`src/rtl/wb_pkg.sv`:
```
// Shared arbitration state encoding, bus constants and the round-robin pick
// used by the two-master Wishbone arbiter.
package wb_pkg;

  localparam int WB_SEL_WIDTH = 4;

  typedef enum logic [1:0] {
    ST_IDLE = 2'd0,
    ST_OWN0 = 2'd1,
    ST_OWN1 = 2'd2
  } state_t;

  // last_owner=1 means m1 owned most recently, so m0 wins a tie.
  function automatic state_t arbitrate(input logic req0, input logic req1,
                                       input logic last_owner);
    state_t pick;
    pick = ST_IDLE;
    if (req0 && req1) begin
      pick = last_owner ? ST_OWN0 : ST_OWN1;
    end else if (req0) begin
      pick = ST_OWN0;
    end else if (req1) begin
      pick = ST_OWN1;
    end
    return pick;
  endfunction

endpackage

```
`src/rtl/wb_timeout_cnt.sv`:
```
// Stall watchdog: counts strobe cycles with no slave termination and pulses
// expire on the last allowed cycle so the owner sees a forced err.
module wb_timeout_cnt #(
  parameter int TIMEOUT_CYCLES = 255,
  parameter int TO_WIDTH       = 8
) (
  input  logic clk_i,
  input  logic rst_i,
  input  logic stb,
  input  logic term,
  output logic expire
);

  localparam logic [TO_WIDTH-1:0] LIMIT = TO_WIDTH'(TIMEOUT_CYCLES - 1);

  logic [TO_WIDTH-1:0] cnt_reg;
  logic [TO_WIDTH-1:0] cnt_next;

  always_comb begin
    expire   = stb && !term && (cnt_reg == LIMIT);
    cnt_next = cnt_reg;
    if (!stb || term || expire) begin
      cnt_next = '0;
    end else if (cnt_reg != {TO_WIDTH{1'b1}}) begin
      // Saturate rather than wrap if the limit were ever unreachable.
      cnt_next = cnt_reg + 1'b1;
    end
  end

  always_ff @(posedge clk_i or posedge rst_i) begin
    if (rst_i) begin
      cnt_reg <= '0;
    end else begin
      cnt_reg <= cnt_next;
    end
  end

endmodule

```
`src/rtl/wb_arbiter_2m_1s.sv`:
```
// Two-master, one-slave Wishbone classic arbiter with round-robin grant held
// for the whole bus cycle and an optional stalled-access watchdog.
module wb_arbiter_2m_1s
  import wb_pkg::*;
#(
  parameter int ADDR_WIDTH     = 32,
  parameter int DATA_WIDTH     = 32,
  parameter int TIMEOUT_CYCLES = 255,
  parameter int TO_WIDTH       = 8
) (
  input  logic                    clk_i,
  input  logic                    rst_i,
  input  logic [ADDR_WIDTH-1:0]   m0_addr_i,
  input  logic [DATA_WIDTH-1:0]   m0_data_i,
  output logic [DATA_WIDTH-1:0]   m0_data_o,
  input  logic                    m0_cyc_i,
  input  logic [WB_SEL_WIDTH-1:0] m0_sel_i,
  input  logic                    m0_stb_i,
  input  logic                    m0_we_i,
  output logic                    m0_ack_o,
  output logic                    m0_err_o,
  output logic                    m0_rty_o,
  input  logic [ADDR_WIDTH-1:0]   m1_addr_i,
  input  logic [DATA_WIDTH-1:0]   m1_data_i,
  output logic [DATA_WIDTH-1:0]   m1_data_o,
  input  logic                    m1_cyc_i,
  input  logic [WB_SEL_WIDTH-1:0] m1_sel_i,
  input  logic                    m1_stb_i,
  input  logic                    m1_we_i,
  output logic                    m1_ack_o,
  output logic                    m1_err_o,
  output logic                    m1_rty_o,
  output logic [ADDR_WIDTH-1:0]   s_addr_o,
  output logic [DATA_WIDTH-1:0]   s_data_o,
  input  logic [DATA_WIDTH-1:0]   s_data_i,
  output logic                    s_cyc_o,
  output logic                    s_stb_o,
  output logic                    s_we_o,
  output logic [WB_SEL_WIDTH-1:0] s_sel_o,
  input  logic                    s_ack_i,
  input  logic                    s_err_i,
  input  logic                    s_rty_i,
  output logic [1:0]              gnt_o
);

  state_t state_reg, state_next;
  logic   last_owner_reg, last_owner_next;
  logic   own0, own1;
  logic   term;
  logic   expire;

  assign own0  = (state_reg == ST_OWN0);
  assign own1  = (state_reg == ST_OWN1);
  assign gnt_o = {own1, own0};
  assign term  = s_ack_i | s_err_i | s_rty_i;

  always_ff @(posedge clk_i or posedge rst_i) begin
    if (rst_i) begin
      state_reg      <= ST_IDLE;
      last_owner_reg <= 1'b1;
    end else begin
      state_reg      <= state_next;
      last_owner_reg <= last_owner_next;
    end
  end

  // Ownership is released only when the owner drops cyc; the release edge
  // re-arbitrates immediately so a waiting master gets a direct handover.
  always_comb begin
    state_next      = state_reg;
    last_owner_next = last_owner_reg;
    case (state_reg)
      ST_IDLE: state_next = arbitrate(m0_cyc_i, m1_cyc_i, last_owner_reg);
      ST_OWN0: begin
        if (!m0_cyc_i) begin
          last_owner_next = 1'b0;
          state_next      = arbitrate(m0_cyc_i, m1_cyc_i, 1'b0);
        end
      end
      ST_OWN1: begin
        if (!m1_cyc_i) begin
          last_owner_next = 1'b1;
          state_next      = arbitrate(m0_cyc_i, m1_cyc_i, 1'b1);
        end
      end
      default: state_next = ST_IDLE;
    endcase
  end

  always_comb begin
    s_addr_o = '0;
    s_data_o = '0;
    s_sel_o  = '0;
    s_we_o   = 1'b0;
    s_cyc_o  = 1'b0;
    s_stb_o  = 1'b0;
    if (own0) begin
      s_addr_o = m0_addr_i;
      s_data_o = m0_data_i;
      s_sel_o  = m0_sel_i;
      s_we_o   = m0_we_i;
      s_cyc_o  = m0_cyc_i;
      s_stb_o  = m0_cyc_i & m0_stb_i;
    end else if (own1) begin
      s_addr_o = m1_addr_i;
      s_data_o = m1_data_i;
      s_sel_o  = m1_sel_i;
      s_we_o   = m1_we_i;
      s_cyc_o  = m1_cyc_i;
      s_stb_o  = m1_cyc_i & m1_stb_i;
    end
  end

  // Terminations reach the owner only, and only while it still holds cyc.
  always_comb begin
    m0_ack_o = own0 & m0_cyc_i & s_ack_i;
    m0_err_o = own0 & m0_cyc_i & (s_err_i | expire);
    m0_rty_o = own0 & m0_cyc_i & s_rty_i;
    m1_ack_o = own1 & m1_cyc_i & s_ack_i;
    m1_err_o = own1 & m1_cyc_i & (s_err_i | expire);
    m1_rty_o = own1 & m1_cyc_i & s_rty_i;
  end

  assign m0_data_o = s_data_i;
  assign m1_data_o = s_data_i;

  generate
    if (TIMEOUT_CYCLES > 0) begin : g_wdog
      wb_timeout_cnt #(
        .TIMEOUT_CYCLES(TIMEOUT_CYCLES),
        .TO_WIDTH      (TO_WIDTH)
      ) u_timeout_cnt (
        .clk_i (clk_i),
        .rst_i (rst_i),
        .stb   (s_stb_o),
        .term  (term),
        .expire(expire)
      );
    end else begin : g_no_wdog
      assign expire = 1'b0;
    end
  endgenerate

endmodule

```
`config.mk`:
```
export PLATFORM = sky130hd
export DESIGN_NAME = wb_arbiter_2m_1s
export DESIGN_NICKNAME = d
export VERILOG_FILES = /design/src/rtl/wb_pkg.sv /design/src/rtl/wb_timeout_cnt.sv /design/src/rtl/wb_arbiter_2m_1s.sv
export SDC_FILE = /design/constraint.sdc
export NUM_CORES = 1
export LEC_CHECK = 0
export CELL_PAD_IN_SITES_DETAIL_PLACEMENT = 0
export CELL_PAD_IN_SITES_GLOBAL_PLACEMENT = 1
export CORE_ASPECT_RATIO = 2
export CORE_MARGIN = 1
export CORE_UTILIZATION = 12
export CTS_BUF_LIST = sky130_fd_sc_hd__clkbuf_4 sky130_fd_sc_hd__clkbuf_8
export DETAILED_ROUTE_END_ITERATION = 16
export HOLD_SLACK_MARGIN = 0.12
export PLACE_DENSITY_LB_ADDON = 0.25
export SYNTH_ARGS = -nofsm -noshare
export SYNTH_HDL_FRONTEND = slang
export SYNTH_SLANG_ARGS = --single-unit
```
`constraint.sdc`:
```
create_clock -name clk_i -period 1.9 [get_ports clk_i]
set_clock_uncertainty 0.2 [all_clocks]
set_input_delay 0.19 -clock clk_i [delete_from_list [all_inputs] [get_ports clk_i]]
set_output_delay 0.19 -clock clk_i [all_outputs]
set_load 0.1 [all_outputs]
```
==> impl_metrics.py <==
metrics = {
    "run_status": {
        "failed_checks": "negative setup slack",
        "status": "complete, but fails checks",
    },
    "power_and_ir_drop": {
        "p_leak_nw": 2.27,
        "power_mw": 5.17,
        "power.density_nw_per_um2": 935,
        "peakVddDrop_v": 0.000391,
    },
    "setup_path": {
        "crit_top_cell": "buf_12",
        "crit_path_start": "state_reg[0]",
        "timing.critical_path.fanout_max": 9,
        "path_delay_family": "buffers and inverters",
        "r2r-end": "g_wdog.u_timeout_cnt.cnt_reg[5]",
        "critical-path-max-stage-delay_ps": 430,
        "timing.critical_path.required_ps": 1510,
        "critical_path_cell_by_cell": "buf_6, nor2b_4, buf_12, clkbuf_16, a22o_2, buf_12",
        "critical_path.endpoint": "s_addr_o[11]",
        "critical_path_buffer_and_inverter_count": 4,
        "cp_data_arrival_time_ps": 1730,
        "slowest_stage": "dfrtp_2",
        "r2r.worst_path.cells": 6,
        "worstSetupPathType": "reg -> out",
        "path_depth": 6,
        "startpoint_type": "flip-flop",
        "worst_r2r_startpoint": "g_wdog.u_timeout_cnt.cnt_reg[0]",
        "worst_setup_path_end_kind": "primary output",
        "r2r_setup_slack_ps": 100,
    },
    "floorplanning": {
        "die_height_microns": 177,
        "initial_core_util": 0.123,
        "core_sq_um": 14900,
        "std_cell_rows": 63,
        "io_pins": 322,
        "floorplan.die_area_sq_um": 15900,
        "die_width_microns": 89.5,
    },
    "logic_synthesis": {
        "synth_ff_type": "dfrtp_1",
        "synth-async-reset-ratio": 1.00,
        "synth.yosys.warnings": 0,
        "netlist_top_cells_area": "a22o_1 33%, buf_4 27%, dfrtp_1 14%",
        "post_synth.cell_area_avg_sq_um": 8.17,
        "synth_cell_types": 29,
        "synth_seq_cells": 11,
        "synth-seq-area-share": 0.150,
        "synthesis.instances": 225,
        "synth_area_sq_um": 1840,
        "synth_top_area_frac": 0.329,
        "netlist.top_cell.by_area": "a22o_1",
        "synth.cells.most_frequent": "69 x a22o_1, 66 x buf_4, 17 x buf_2",
        "yosysMostFrequentCell": "a22o_1",
        "nets_in_the_synthesized_netlist": 406,
        "synth-edff-count": 0,
    },
    "sta": {
        "worst_slew_margin_rel": 0.688,
        "max_slew_violation_count": 0,
        "measured_slew_at_the_worst_slew_check_pin_ps": 468,
        "tns_ps": -11200,
        "grt_setup_unrepaired": "true",
        "setup_viol": 77,
        "period_needed_ps": 2120,
        "finalHoldViolations": 0,
        "max_clock_freq_mhz": 472,
        "final_worst_slack_ps": -217,
        "finalCritPeriodShare": 1.11,
    },
    "cts": {
        "cts-buffers-inserted": 3,
        "clkLatencyLatePin_ps": 240,
        "clock_tree.htree_level_count": 1,
        "cts_tree": "done",
        "root_buf_cell": "clkbuf_8",
        "clkSinkCount": 11,
        "clkSlewWorstSetupHoldPaths_ps": 50,
        "cts_max_path_buffers": 2,
    },
    "routing": {
        "routed_wirelength_microns": 11900,
        "firstDrtPassIters": 4,
        "route.vias.total": 2483,
        "detailedRoute.firstIterationViolations": 27,
        "route.detailed.vias_per_inst": 4.16,
        "ant_nets": 0,
        "detail_route.drc_violations": 0,
        "wl_per_cell_microns": 19.9,
    },
    "hold_path": {
        "worstHoldPathType": "in -> out",
    },
    "place": {
        "gp_routability_congestion": 0.749,
        "numPortBuffers": 225,
        "hpwlAfterDp_microns": 9130,
        "place.detailed.instances": 577,
    },
    "layout": {
        "fin_util": 0.371,
        "final_layout_size_suffix_gt1_frac": 0.499,
        "synthToLayoutAreaGrowth_pct": 201,
        "largest_reg_flops": 8,
        "nets": 583,
        "final_cell_count_no_fill": 597,
    },
    "global_routing": {
        "grt_use_total": 0.138,
        "grt_remaining_overflow": 0,
        "vias_in_the_first_global_route": 2704,
        "grt_antenna_before_repair": 1,
        "grt_first_pass_wirelength_microns": 15800,
        "pin_count_of_the_biggest_net_entering_global_routing": 26,
    },
    "run": {
        "drv.max_cap_violation_count": 0,
    },
}
[area by class of cell]
type	count	area (sq um)
timing repair buffer	255	3510
antenna	1	2.50
inverter	4	15.0
tap	195	244
fill	1411	9370
sequential	11	278
clock buffer	4	48.8
multi-input combinational	127	1440
[worst min-delay path by stage]
stage	startpoint	cells past startpoint	to
after floorplan	rst_i	1	g_wdog.u_timeout_cnt.cnt_reg[0]
after global placement	s_data_i[1]	0	m0_data_o[1]
after detailed placement	s_data_i[1]	0	m0_data_o[1]
after CTS	s_data_i[1]	0	m0_data_o[1]
after global routing	s_data_i[3]	0	m1_data_o[3]
final	s_data_i[3]	0	m1_data_o[3]
[through the flow]
stage | hold WS, ps | worst slack [ps] | instance area [sq um]
2_1_floorplan | -158 | -141 | 1950
3_3_place_gp | 181 | -203 | 4840
3_5_place_dp | 181 | -182 | 4840
4_1_cts | 181 | -218 | 5360
5_1_grt | 180 | -281 | 5530
6_report | 180 | -217 | 5530
[metal layers]
| metal | global-route usage | up-vias | routed length [microns] |
|---|---|---|---|
| met5 | 0 | - | 0 |
| met4 | 0.0582 | 0 | 418 |
| met2 | 0.285 | 155 | 6900 |
| met1 | 0.116 | 1150 | 3430 |
| met3 | 0.0340 | 33 | 1120 |
| li1 | - | 1145 | - |
[placed cells by master (no fill, tap or decap), drive strengths merged, types with 2 or more instances in the layout]
cell type / netlist / final
nand2: 7 / 7
xnor2: 2 / 2
clkdlybuf4s50: 0 / 146
inv: 4 / 4
nor3: 3 / 3
ha: 2 / 2
a211oi: 6 / 6
and2: 2 / 2
nand3: 2 / 2
a22o: 69 / 69
a31oi: 3 / 3
nand4b: 2 / 2
o21ai: 2 / 2
and2b: 2 / 2
nor2: 8 / 8
buf: 83 / 104
dfrtp: 10 / 10
and3: 6 / 6
a21oi: 4 / 4
clkbuf: 0 / 7
[report_power, final]
part	total [mW]	leakage, nW	internal (mW)	switching, mW
Sequential	0.269	0.146	0.254	0.0147
Clock	0.254	0.0262	0.162	0.0919
Combinational	4.65	2.10	1.92	2.73
[kinds of logic (layout without fill, tap and decap cells)]
logic type      Yosys count  count (layout)  share of synthesized area
compound gates           87              87                      0.397
xor+xnor                  2               2                    0.00953
fa+ha+maj                 2               2                     0.0136
buf+inv                  87             263                      0.324
flops                    11              11                      0.150
other cells               0               1                          0
simple gates             36              36                      0.105
[what timing repair did]
| action | CTS | global route |
|---|---|---|
| setup endpoints to repair | 74 | 80 |
| hold buffers | 1 | 0 |
| buffers inserted | 5 | 1 |
| gates cloned | 4 | 4 |
| pin swaps | 4 | 0 |
| resized for setup | 48 | 14 |
| hold endpoints to repair | 10 | 0 |
Note: power is estimated with default switching activity, not from simulation.
==> patch, RTL diff (same settings) <==
`TO_WIDTH` is set to 8 in 2 places; all go to 12.
--- a/src/rtl/wb_timeout_cnt.sv
+++ b/src/rtl/wb_timeout_cnt.sv
@@ -2,7 +2,7 @@
 // expire on the last allowed cycle so the owner sees a forced err.
 module wb_timeout_cnt #(
   parameter int TIMEOUT_CYCLES = 255,
-  parameter int TO_WIDTH       = 8
+  parameter int TO_WIDTH       = 12
 ) (
   input  logic clk_i,
   input  logic rst_i,
--- a/src/rtl/wb_arbiter_2m_1s.sv
+++ b/src/rtl/wb_arbiter_2m_1s.sv
@@ -6,7 +6,7 @@
   parameter int ADDR_WIDTH     = 32,
   parameter int DATA_WIDTH     = 32,
   parameter int TIMEOUT_CYCLES = 255,
-  parameter int TO_WIDTH       = 8
+  parameter int TO_WIDTH       = 12
 ) (
   input  logic                    clk_i,
   input  logic                    rst_i,
Formal check against the unedited RTL: same outputs for any inputs over 10 cycles, from zero or initial values and one cycle with rst_i high; that may be too few to reach the edited logic, so the function may still have changed.
==> patch against the unedited design <==
- first-iteration DRC count increased to 3.0 times the old value
- via count increased by 14%
- the run still ends with negative setup slack left
- routed wire length increased by 29%
- worst setup slack got worse by 0.16 ns
- cell area increased by 17%
- sequential cell count increased by 4
- synthesized area increased by 14%
- total power increased by 12%
==> patch: results (changes against the unedited design) <==
status complete, but fails checks (unchanged); failing checks negative setup slack (unchanged); Final Wtd Congestion 0.720 (was 0.749); Largest register FFs 12 (was 8); most frequent cells after synthesis 69 x a22o_1, 66 x buf_4, 18 x nor2_1 (was 69 x a22o_1, 66 x buf_4, 17 x buf_2); multi-input gate count 155 (was 127); NonClk Buf Share 59.9% (was 63.4%); 1st-iter DRT viols 81 (was 27); switch share 52.4% (was 54.8%); fin worst setup slack -0.382 ns (was -0.217 ns); Adder-Cell Fraction of Synth Area 1.19% (was 1.36%); metal2 WL 7930 µm (was 6900 µm); fill count 1649 (was 1411); Post-Synth XOR/XNOR Area 0.416% (was 0.952%); Mean Syn Cell Area 8.16 µm² (was 8.17 µm²); vias in the first global route 2999 (was 2704); seq_cells 15 (was 11); Seq/Total Area, Yosys 17.9% (was 15.0%); Vias/cell 4.23 (was 4.16); Worst R2R End g_wdog.u_timeout_cnt.cnt_reg[6] (was g_wdog.u_timeout_cnt.cnt_reg[5]); final setup vio count 86 (was 77); wl on met1 4990 µm (was 3430 µm); initial antenna violation count 0 (was 1); ClkCell Share 0.754% (was 0.882%); GR Layer Usage met2 29.5% (was 28.5%); top cells by area, synth a22o_1 29%, buf_4 24%, dfrtp_1 17% (was a22o_1 33%, buf_4 27%, dfrtp_1 14%); Worst Reg-to-Reg Cells 5 (was 6); critical path class primary input to output pin (was flop to output pin)
## patch: changes by cell type in the layout (fill, tap and decap cells not counted), sizes merged, moves of 2 or more
cell | unedited run | this run
dfrtp | 10 | 14
nand4 | 1 | 3
nor3 | 3 | 8
nand3 | 2 | 5
nor2 | 8 | 18
buf | 104 | 131
o21ai | 2 | 5
a211oi | 6 | 3
clkbuf | 7 | 5
or2 | 0 | 2
bufbuf | 1 | 3
## patch: what timing repair did
item	in CTS	in global routing
resized for setup	86	8
pin swaps	7	5
endpoints found under the setup margin	87	90
hold buffers	1	0
cloned	11	1
setup buffers	16	2
hold endpoints to repair	14	0
## patch: kinds of logic (layout without fill, tap and decap cells)
| group | count (synthesis) | in the layout |
|---|---|---|
| buffers and inverters | 88 | 290 |
| muxes | 1 | 1 |
| xor gates and xnor gates | 1 | 1 |
| and+or+nand+nor | 63 | 63 |
| DFF | 15 | 15 |
| AOI/OAI and AO/OA | 88 | 88 |
| adders and majority gates | 2 | 2 |
